File: src/rtl/fetch_parcel_stage_pkg.sv
// fetch_parcel_stage_pkg
//   Shared types for the parcel-granular fetch stage: parcel width, parcel and
//   parcel-entry types, the stage state encoding and a small min helper.
package fetch_parcel_stage_pkg;

  localparam int unsigned PARCEL_WIDTH = 16;

  typedef logic [PARCEL_WIDTH-1:0] parcel_t;

  typedef struct packed {
    logic [31:0] pc;
    logic        fault;
    parcel_t     parcel;
  } fetch_parcel_entry_t;

  // Single-bit encoding kept identical to the legacy IDLE=0 / EMIT=1 values.
  typedef enum logic [0:0] {
    ST_IDLE = 1'b0,
    ST_EMIT = 1'b1
  } fetch_state_e;

  function automatic int unsigned umin(input int unsigned a, input int unsigned b);
    return (a < b) ? a : b;
  endfunction

endpackage

File: src/rtl/fetch_parcel_select.sv
// fetch_parcel_select
//   Combinational parcel shifter: returns WRITE_WIDTH consecutive 16-bit parcels
//   of an I-cache line starting at parcel offset off. Slots that fall past the
//   end of the line are zero.
// Ports
//   line     in   LINE_WIDTH                 held I-cache line
//   off      in   $clog2(PARCELS)+1          starting parcel offset (0..PARCELS)
//   parcels  out  WRITE_WIDTH*PARCEL_WIDTH   slot k = parcel off+k, slot 0 in [15:0]
module fetch_parcel_select
  import fetch_parcel_stage_pkg::*;
#(
  parameter int unsigned LINE_WIDTH  = 128,
  parameter int unsigned WRITE_WIDTH = 4
) (
  input  logic [LINE_WIDTH-1:0]                      line,
  input  logic [$clog2(LINE_WIDTH/PARCEL_WIDTH):0]   off,
  output logic [WRITE_WIDTH*PARCEL_WIDTH-1:0]        parcels
);

  localparam int unsigned PARCELS = LINE_WIDTH / PARCEL_WIDTH;
  localparam int unsigned LOG     = $clog2(PARCELS);
  localparam int unsigned OFFW    = LOG + 1;

  parcel_t         line_p [PARCELS];
  logic [OFFW-1:0] idx;

  for (genvar p = 0; p < PARCELS; p++) begin : g_split
    assign line_p[p] = line[p*PARCEL_WIDTH +: PARCEL_WIDTH];
  end

  // PARCELS is a power of two and off+k < 2*PARCELS, so the top bit of idx
  // alone says whether the slot lies past the end of the line.
  always_comb begin
    parcels = '0;
    idx     = '0;
    for (int unsigned k = 0; k < WRITE_WIDTH; k++) begin
      idx = off + OFFW'(k);
      if (!idx[OFFW-1]) begin
        parcels[k*PARCEL_WIDTH +: PARCEL_WIDTH] = line_p[idx[LOG-1:0]];
      end
    end
  end

endmodule

File: src/rtl/fetch_parcel_stage.sv
// fetch_parcel_stage
//   Registers one I-cache line per accepted fetch response and streams it into
//   the insn buffer as 16-bit parcels, from the PC's parcel offset to the end of
//   the line, up to WRITE_WIDTH parcels per cycle limited by buf_free. The line
//   is held until drained, so partial acceptance loses nothing.
//   Optional macro FETCH_PARCEL_PERF_EN enables saturating perf counters;
//   without it perf_stall/perf_parcel are tied to 0.
// Ports
//   clk, rst      clock; rst is asynchronous, active-low
//   flush         drop held line and pending output (top priority)
//   stall         pipeline fetch stall (no writes)
//   in_valid/in_ready, in_pc, in_line, in_fault   fetch response handshake
//   buf_free      free insn-buffer entries this cycle
//   wr_count, wr_pc, wr_parcel, wr_fault          insn-buffer write port
//   perf_stall    EMIT cycles with nothing written (macro only)
//   perf_parcel   total parcels written (macro only)
module fetch_parcel_stage
  import fetch_parcel_stage_pkg::*;
#(
  parameter int unsigned LINE_WIDTH  = 128,
  parameter int unsigned WRITE_WIDTH = 4,
  parameter int unsigned ADDR_WIDTH  = 32,
  parameter int unsigned FREE_WIDTH  = 4
) (
  input  logic                                clk,
  input  logic                                rst,
  input  logic                                flush,
  input  logic                                stall,
  input  logic                                in_valid,
  output logic                                in_ready,
  input  logic [ADDR_WIDTH-1:0]               in_pc,
  input  logic [LINE_WIDTH-1:0]               in_line,
  input  logic                                in_fault,
  input  logic [FREE_WIDTH-1:0]               buf_free,
  output logic [$clog2(WRITE_WIDTH):0]        wr_count,
  output logic [ADDR_WIDTH-1:0]               wr_pc,
  output logic [WRITE_WIDTH*PARCEL_WIDTH-1:0] wr_parcel,
  output logic                                wr_fault,
  output logic [31:0]                         perf_stall,
  output logic [31:0]                         perf_parcel
);

  localparam int unsigned PARCELS = LINE_WIDTH / PARCEL_WIDTH;
  localparam int unsigned LOG     = $clog2(PARCELS);
  localparam int unsigned OFFW    = LOG + 1;
  localparam int unsigned CNTW    = $clog2(WRITE_WIDTH) + 1;

  fetch_state_e                       state_q;
  logic [OFFW-1:0]                    off_q;
  logic [ADDR_WIDTH-1:0]              pc_q;
  logic [LINE_WIDTH-1:0]              line_q;
  logic                               fault_q;

  logic [CNTW-1:0]                    n;
  logic                               done;
  logic                               accept;
  logic [WRITE_WIDTH*PARCEL_WIDTH-1:0] sel;

  fetch_parcel_select #(
    .LINE_WIDTH (LINE_WIDTH),
    .WRITE_WIDTH(WRITE_WIDTH)
  ) u_select (
    .line   (line_q),
    .off    (off_q),
    .parcels(sel)
  );

  // Parcels written this cycle.
  always_comb begin
    n = '0;
    if (state_q == ST_EMIT && !flush && !stall) begin
      if (fault_q) begin
        n = (buf_free != '0) ? CNTW'(1) : '0;
      end else begin
        n = CNTW'(umin(umin(PARCELS - 32'(off_q), WRITE_WIDTH), 32'(buf_free)));
      end
    end
  end

  always_comb begin
    done     = (state_q == ST_EMIT) &&
               (((32'(off_q) + 32'(n)) == PARCELS) || (fault_q && n == CNTW'(1)));
    in_ready = rst && !flush && (state_q == ST_IDLE || done);
    accept   = in_valid && in_ready;
  end

  always_comb begin
    wr_count  = n;
    wr_pc     = pc_q;
    wr_fault  = fault_q && (n != '0);
    wr_parcel = '0;
    for (int unsigned k = 0; k < WRITE_WIDTH; k++) begin
      if ((k < 32'(n)) && !fault_q) begin
        wr_parcel[k*PARCEL_WIDTH +: PARCEL_WIDTH] = sel[k*PARCEL_WIDTH +: PARCEL_WIDTH];
      end
    end
  end

  // A new line can load either from IDLE or in the cycle the held line
  // finishes, so accept is checked before the drain/advance branch.
  always_ff @(posedge clk or negedge rst) begin
    if (!rst) begin
      state_q <= ST_IDLE;
      off_q   <= '0;
      pc_q    <= '0;
      line_q  <= '0;
      fault_q <= 1'b0;
    end else if (flush) begin
      state_q <= ST_IDLE;
    end else if (accept) begin
      state_q <= ST_EMIT;
      off_q   <= OFFW'(in_pc[LOG:1]);
      pc_q    <= in_pc & ~ADDR_WIDTH'(1);
      line_q  <= in_line;
      fault_q <= in_fault;
    end else if (state_q == ST_EMIT) begin
      if (done) begin
        state_q <= ST_IDLE;
      end else begin
        off_q <= off_q + OFFW'(n);
        pc_q  <= pc_q + (ADDR_WIDTH'(n) << 1);
      end
    end
  end

`ifdef FETCH_PARCEL_PERF_EN
  logic [31:0] perf_stall_q;
  logic [31:0] perf_parcel_q;
  logic [32:0] parcel_sum;

  assign parcel_sum = {1'b0, perf_parcel_q} + 33'(n);

  always_ff @(posedge clk or negedge rst) begin
    if (!rst) begin
      perf_stall_q  <= '0;
      perf_parcel_q <= '0;
    end else begin
      if (state_q == ST_EMIT && n == '0 && !flush && perf_stall_q != '1) begin
        perf_stall_q <= perf_stall_q + 32'd1;
      end
      perf_parcel_q <= parcel_sum[32] ? '1 : parcel_sum[31:0];
    end
  end

  assign perf_stall  = perf_stall_q;
  assign perf_parcel = perf_parcel_q;
`else
  assign perf_stall  = '0;
  assign perf_parcel = '0;
`endif

endmodule

File: config.mk
export PLATFORM = sky130hd
export DESIGN_NAME = fetch_parcel_stage
export DESIGN_NICKNAME = d
export VERILOG_FILES = /design/src/rtl/fetch_parcel_stage_pkg.sv /design/src/rtl/fetch_parcel_select.sv /design/src/rtl/fetch_parcel_stage.sv
export SDC_FILE = /design/constraint.sdc
export NUM_CORES = 1
export LEC_CHECK = 0
export BUFFER_PORTS_ARGS = -buffer_cell sky130_fd_sc_hd__buf_4
export CORE_MARGIN = 5
export CORE_UTILIZATION = 54
export DETAILED_ROUTE_END_ITERATION = 8
export HOLD_SLACK_MARGIN = 0.06
export PLACE_DENSITY = 0.8
export SETUP_SLACK_MARGIN = 0.5
export SYNTH_ARGS = -nofsm -noshare
export SYNTH_HDL_FRONTEND = slang
export SYNTH_SLANG_ARGS = --single-unit
File: constraint.sdc
create_clock -name clk -period 7.4 [get_ports clk]
set_input_delay 0.74 -clock clk [delete_from_list [all_inputs] [get_ports clk]]
set_output_delay 0.74 -clock clk [all_outputs]
set_load 0.005 [all_outputs]
==> results of run 1 <==
[cells in the final DEF (no fill, tap or decap), types with 4 or more instances in the layout]
cell	n
nor2_1	55
mux2i_1	35
mux2_2	11
inv_6	5
nor3_1	17
clkbuf_16	17
inv_1	17
ha_1	14
o22a_1	9
xnor2_1	4
a2bb2oi_1	4
nor3_2	9
buf_4	281
mux4_2	128
and2_1	4
and3_1	5
conb_1	66
a31oi_1	4
o21ai_1	7
a21oi_1	56
o21ai_0	7
a211oi_1	15
dfrtp_1	163
nand4_1	6
nand3_1	14
o2bb2ai_1	7
nand2_1	490
[where the power goes]
group / switching [mW] / leakage, nW / total [mW] / internal, mW
sequential: 0.361 / 2.04 / 1.49 / 1.13
clock: 0.415 / 0.292 / 0.924 / 0.509
combinational: 1.43 / 4.71 / 2.85 / 1.42
[layout make-up]
class                      instances  area (µm²)  area share
antenna                            2        5.00    0.000339
clock buffer                      18         429      0.0290
inverter                          22        87.6     0.00593
clock inverter                    14         164      0.0111
multi-input combinational       1024        7420       0.502
timing repair buffer             285        2180       0.148
tap                              285         357      0.0241
sequential                       165        4130       0.280
[cell families (layout without fill, tap and decap cells)]
group / count (synthesis) / count (layout)
AO/OA/AOI/OAI: 138 / 138
XOR/XNOR: 7 / 7
adder cells (fa/ha/maj): 16 / 16
buffers and inverters: 177 / 339
flip-flops: 165 / 165
multiplexers: 174 / 174
other: 1 / 68
AND/OR/NAND/NOR: 623 / 623
[how the worst max path moves through the flow]
stage                       endpoint  slack, ps  cells past startpoint
final                     line_q[60]        840                     20
after global routing      line_q[29]        580                     20
after CTS                 line_q[60]        950                     20
after detailed placement  line_q[70]        990                     20
after global placement    line_q[28]       1060                     20
after floorplan             in_ready       1510                     20
[worst max-delay path, cell delays in order (launching register included)]
cell and delay (ps):
dfrtp_2 410, inv_2 470, ha_1 390, xnor2_4 100, a211o_1 310, a21oi_1 200, ha_1 270, o21a_1 180
o21a_1 180, a21oi_2 210, mux2_2 380, inv_2 300, nor3_1 180, ha_1 390, and3_1 210, or3_1 370
a41o_2 330, nand2b_4 820, buf_12 460, nand2_1 150, nand2_1 110
[metrics by stage]
| step | power [mW] | setup slack (ps) | cells | util | instance area, µm² |
|---|---|---|---|---|---|
| after floorplan | 3.50 | 1510 | 1366 | - | 12600 |
| final | 5.26 | 840 | 1815 | 0.655 | 14800 |
| after global placement | 4.16 | 1060 | 1781 | 0.628 | 14200 |
| after detailed placement | 4.25 | 987 | 1781 | 0.628 | 14200 |
| after global routing | 5.53 | 582 | 1813 | 0.655 | 14800 |
| after CTS | 5.20 | 953 | 1813 | 0.655 | 14800 |
[routing by layer]
| metal | up-vias | wire length [µm] |
|---|---|---|
| met5 | - | 19 |
| met4 | 2 | 1580 |
| met3 | 108 | 5960 |
| met2 | 830 | 17700 |
| met1 | 5257 | 15200 |
| li1 | 4879 | - |
[registers in the layout, indices dropped and copies added, names as in the netlist]
signal	flops
line_q	128
wr_pc	31
off_q	4
fault_q	1
state_q	1
==> impl_metrics.toml, run 1 <==
[die]
core_area_mm2 = 0.0226
fp-row-count = 55
die_y_um = 161
area_of_the_die_mm2 = 0.0260
die_x_um = 161
top_level_ports = 335
initial_utilization = 0.547

[worst_setup_path]
r2r_slack_ps = 840
regToRegStartpoint = "off_q[1]"
worst-endpoint-arrival_ps = 6930
r2r_end = "line_q[60]"
crit_start = "off_q[1]"
worst_r2r_path_depth = 20
critical_path_class = "flop to flop"
worstPathRequired_ps = 7770
critPathLaunchType = "flop"
cp_capture_type = "flop"
critical_path.max_fanout = 99

[detailed_routing]
routed_wire_length_per_instance_um = 22.3
detailedRoute.firstPassIterationCount = 6
drt.antenna.violating_nets = 0
wirelength_um = 40400
detailedRoute.firstIterationViolations = 1406
viasPerCell = 6.10
drc_errors = 0
num_vias = 11100

[synthesis]
synth.mux.area_fraction = 0.272
yosys.area_share.adder = 0.0174
synth_top_cell_area_share = 0.335
yosys.cell_types.count = 67
postSynth.asyncResetShare = 1.00
synth.yosys.warnings = 0
synth.most_common_cell = "nand2_1"
post_synth.cell_area_avg_um2 = 9.48
synthTopCellsByCount = "nand2_1, dfrtp_1, mux4_2"
synth_area_leader_cell = "dfrtp_1"
synth_simple_gate_area_frac = 0.207
synth.top_cells.by_area = "dfrtp_1, mux4_2, nand2_1, buf_4, mux2i_1"
synth.cell_area_mm2 = 0.0123
yosysSeqAreaShare = 0.335
postSynth.topFlopCell = "dfrtp_1"
synth_xor_xnor_area_share = 0.00558
synth_enable_flop_cells = 0
netlist_instances = 1301
ys_ff_latch = 165
synth-compound-area-share = 0.0756
main_combinational_cell_family_by_area_after_synthesis = "multiplexers"

[clock_tree]
cts_hold_repair.buffers = 0
cts-resized-gates = 0
clock-sinks = 165
numCtsBuffers = 17
max-clock-path-buffers = 2
clock_tree.root_cell = "clkbuf_16"
clkLatencyLatePin_ps = 440
cts.clk_slew.worst_paths_ps = 70
post_cts.repair.setup_buffers = 0
cts_tree = "done"
htree_num_levels = 4

[layout]
post_route_cells_drive_above_1_share = 0.316
flow.area_growth_from_synthesis_pct = 19.8
fillCellCount = 1830
final_net_count = 1701

[sta]
setup_tns_ps = 0
setup_violations = 0
fin_skew_ps = 14.1
finalCritPeriodShare = 0.886
achievable-frequency_mhz = 152
rsz0062_at_grt = "no"
final-hold-violation-count = 0
slew_worst_pin_ps = 1200
finalMaxSlewViolations = 0
fin_crit_ps = 6560
slew_headroom = 0.198
hold_ws_ps = 193

[global_routing]
grt_use_met1 = 0.426
global_route_wire_length_before_repair_um = 62400
via_count_of_the_first_global_routing_pass = 10800
use_met2 = 0.451
gr-max-usage-layer = "met2"
grt-ovfl-total = 0
met3_usage = 0.110
largest_net_degree_at_the_start_of_global_routing = 100
grt.total_usage = 0.308
grt_antenna_before_repair = 2

[pwr]
ir_drop_worst_case_vdd_mv = 0.235
cellLeakagePower_nw = 7.03
cellPowerDensity_mw_per_mm2 = 356

[worst_hold_path]
holdCritPathClass = "input port to asynchronous set/reset pin"

[placement]
place.gp.congestion = 0.900
io_buffers = 268
detailedPlacementHpwl_um = 28500

[run]
drv_cap = 0

[outcome]
run_status = "complete, no violations"
No activity file was read; power rests on OpenSTA's default activity.
==> run 2: changes to the inputs <==
--- a/config.mk
+++ b/config.mk
@@ -5,12 +5,15 @@
 export SDC_FILE = /design/constraint.sdc
 export NUM_CORES = 1
 export LEC_CHECK = 0
+export ABC_AREA = 1
 export BUFFER_PORTS_ARGS = -buffer_cell sky130_fd_sc_hd__buf_4
+export CELL_PAD_IN_SITES_DETAIL_PLACEMENT = 1
+export CELL_PAD_IN_SITES_GLOBAL_PLACEMENT = 2
 export CORE_MARGIN = 5
-export CORE_UTILIZATION = 54
+export CORE_UTILIZATION = 28
 export DETAILED_ROUTE_END_ITERATION = 8
 export HOLD_SLACK_MARGIN = 0.06
-export PLACE_DENSITY = 0.8
+export PLACE_DENSITY = 0.79
 export SETUP_SLACK_MARGIN = 0.5
 export SYNTH_ARGS = -nofsm -noshare
 export SYNTH_HDL_FRONTEND = slang
==> run 2 against run 1 <==
Effect of this change:
- power down 11%
- flip-flop and latch count unchanged
- area after synthesis down 5.7%
- clock power down 2%
- global-route usage down 10 points
- cell count up 35%
- wire length up 21%
- synthesized cell count up 32%
- register-to-register slack better by 1000 ps
==> impl_metrics.toml, run 2 <==
[global_routing]
grt.total_usage = 0.208
grt_antenna_before_repair = 0
largest_net_degree_at_the_start_of_global_routing = 94
global_route_wire_length_before_repair_um = 72500
via_count_of_the_first_global_routing_pass = 12200
grt-ovfl-total = 0

[layout]
regMostFlops = "line_q"
post_route_cells_drive_above_1_share = 0.182
antenna_cells = 0
largest_reg_flops = 128
flow.area_growth_from_synthesis_pct = 23.1
layout.cells.most_common = "nand2_1"
final_net_count = 2101
commonest_non_fill_non_tap_cells_in_the_layout = "nand2_1, buf_4, nor2_1, dfrtp_1, o21ai_0"

[die]
die_x_um = 214
area_of_the_die_mm2 = 0.0457
core_area_mm2 = 0.0410
fp-row-count = 74
initial_utilization = 0.284
die_y_um = 214
top_level_ports = 335

[worst_setup_path]
r2r_end = "line_q[21]"
critical_path.max_stage_delay_ps = 950
critical_path_class = "flop to output pin"
critical-path-top-delay-family = "simple AND/OR/NAND/NOR gates"
r2r_slack_ps = 1880
cp-endpoint = "in_ready"
critical_path.max_fanout = 22
worst_r2r_path_depth = 27
path_buf_inv = 4
worstPathRequired_ps = 6660
worst-endpoint-arrival_ps = 4810
cp_capture_type = "output pin"
crit_start = "off_q[2]"
wp_depth = 24
critPathLaunchType = "flop"
critical_path.cell_chain = "inv_4 -> ha_1 -> nand2_1 -> nand2_1 -> nand2_1 -> nand2_1 -> nor2_1 -> ha_1 -> nand2_1 -> nand2_1 -> nand2_2 -> nand2_2 -> nand2_1 -> nand3_1 -> nand2_1 -> inv_1 -> ha_1 -> fa_1 -> xnor2_1 -> nand4_1 -> nand3_1 -> nand2_1 -> inv_1 -> buf_4"
regToRegStartpoint = "off_q[2]"
critPathSlowestCell = "dfrtp_1"
critical-path-top-cell-by-count = "nand2_1"

[detailed_routing]
routed_wire_length_per_instance_um = 19.8
num_vias = 12000
viasPerCell = 4.86
drc_errors = 0
drt.antenna.violating_nets = 0
wirelength_um = 48800
detailedRoute.firstIterationViolations = 797
detailedRoute.firstPassIterationCount = 5

[synthesis]
synth_area_leader_cell = "dfrtp_1"
yosys.cell_types.count = 39
synth.yosys.warnings = 0
netlist_instances = 1715
synth_top_cell_area_share = 0.355
synthTopCellsByCount = "nand2_1, nor2_1, dfrtp_1"
post_synth.cell_area_avg_um2 = 6.78
synth.most_common_cell = "nand2_1"
postSynth.topFlopCell = "dfrtp_1"
synth.cell_area_mm2 = 0.0116
synth_enable_flop_cells = 0
ys_ff_latch = 165
synth.top_cells.by_area = "dfrtp_1, nand2_1, nor2_1, o21ai_0, buf_4"
yosysSeqAreaShare = 0.355
postSynth.asyncResetShare = 1.00

[clock_tree]
max-clock-path-buffers = 2
htree_num_levels = 4
clkLatencyLatePin_ps = 450
cts_hold_repair.buffers = 0
numCtsBuffers = 17
cts.clk_slew.worst_paths_ps = 60
clock_tree.root_cell = "clkbuf_16"
cts_tree = "done"
clock-sinks = 165
cts-resized-gates = 0
post_cts.repair.setup_buffers = 0

[sta]
finalMaxSlewViolations = 0
fin_skew_ps = 10.3
rsz0062_at_grt = "no"
finalCritPeriodShare = 0.750
slew_headroom = 0.234
final-hold-violation-count = 0
fin_crit_ps = 5550
setup_violations = 0
setup_tns_ps = 0
postLayoutSetupSlackWorst_ps = 1850
slew_worst_pin_ps = 1150
hold_ws_ps = 250
achievable-frequency_mhz = 180

[run]
drv_cap = 0

[worst_hold_path]
holdCritPathClass = "input port to asynchronous set/reset pin"

[outcome]
run_status = "complete, no violations"

[pwr]
cellLeakagePower_nw = 7.32
ir_drop_worst_case_vdd_mv = 0.157
cellPowerDensity_mw_per_mm2 = 325

[placement]
io_buffers = 268
detailedPlacementHpwl_um = 37700
post-place-ws_ps = 1820
place.gp.congestion = 0.883
==> run 2: cell count changes in the layout (fill, tap and decap cells not counted), moves of 16 or more <==
cell	change
o211ai_1	+20
o21ai_0	+144
inv_1	+48
nand3_1	+28
nor2_1	+162
a21oi_1	-48
mux4_2	-128
xor2_1	+16
mux2i_1	+21
o32ai_1	+30
nand2_1	+180
==> run 2: worst min path at each step <==
| stage | to | slack, ps | cells past startpoint |
|---|---|---|---|
| final | line_q[37] | 250 | 1 |
| after global routing | line_q[37] | 290 | 1 |
| after CTS | line_q[53] | 280 | 1 |
| after detailed placement | line_q[2] | 480 | 2 |
| after global placement | line_q[2] | 480 | 2 |
| after floorplan | fault_q | 440 | 0 |
==> run 2: report_power, final <==
| part | total, mW | switching [mW] | internal (mW) | leakage (nW) |
|---|---|---|---|---|
| Sequential | 1.37 | 0.251 | 1.12 | 2.06 |
| Combinational | 2.38 | 1.54 | 0.840 | 4.98 |
| Clock | 0.908 | 0.388 | 0.519 | 0.278 |
| Total | 4.66 | 2.18 | 2.48 | 7.32 |
==> run 2: logic make-up after synthesis <==
kind of cell,share of synthesized area
multiplexers,0.0482
flip-flops,0.355
AO/OA/AOI/OAI,0.118
buffers and inverters,0.106
XOR/XNOR,0.0241
adder cells (fa/ha/maj),0.0185
other,0.000322
AND/OR/NAND/NOR,0.330
==> run 2: area by class of cell <==
cell class	count	area (µm²)
timing repair buffer	283	2140
sequential	165	4130
tap	532	666
clock buffer	22	474
multi-input combinational	1376	6540
inverter	72	273
clock inverter	9	103
fill	5229	26700
==> run 2: routing by layer <==
| layer | up-vias | global-route usage | share of wire |
|---|---|---|---|
| met5 | - | 0 | 0 |
| met4 | 0 | 0.0746 | 0.032 |
| li1 | 5746 | - | - |
| met2 | 303 | 0.333 | 0.47 |
| met3 | 56 | 0.0443 | 0.054 |
| met1 | 5849 | 0.278 | 0.44 |
==> run 2: metrics by stage <==
step                total power [mW]  utilization  area, µm²  std cells
floorplan                       2.95            -      11900       1780
global placement                3.67        0.335      13700       2428
detailed placement              3.76        0.335      13700       2428
CTS                             4.69        0.349      14300       2459
global route                    5.03        0.349      14300       2459
finish                          4.66        0.349      14300       2459
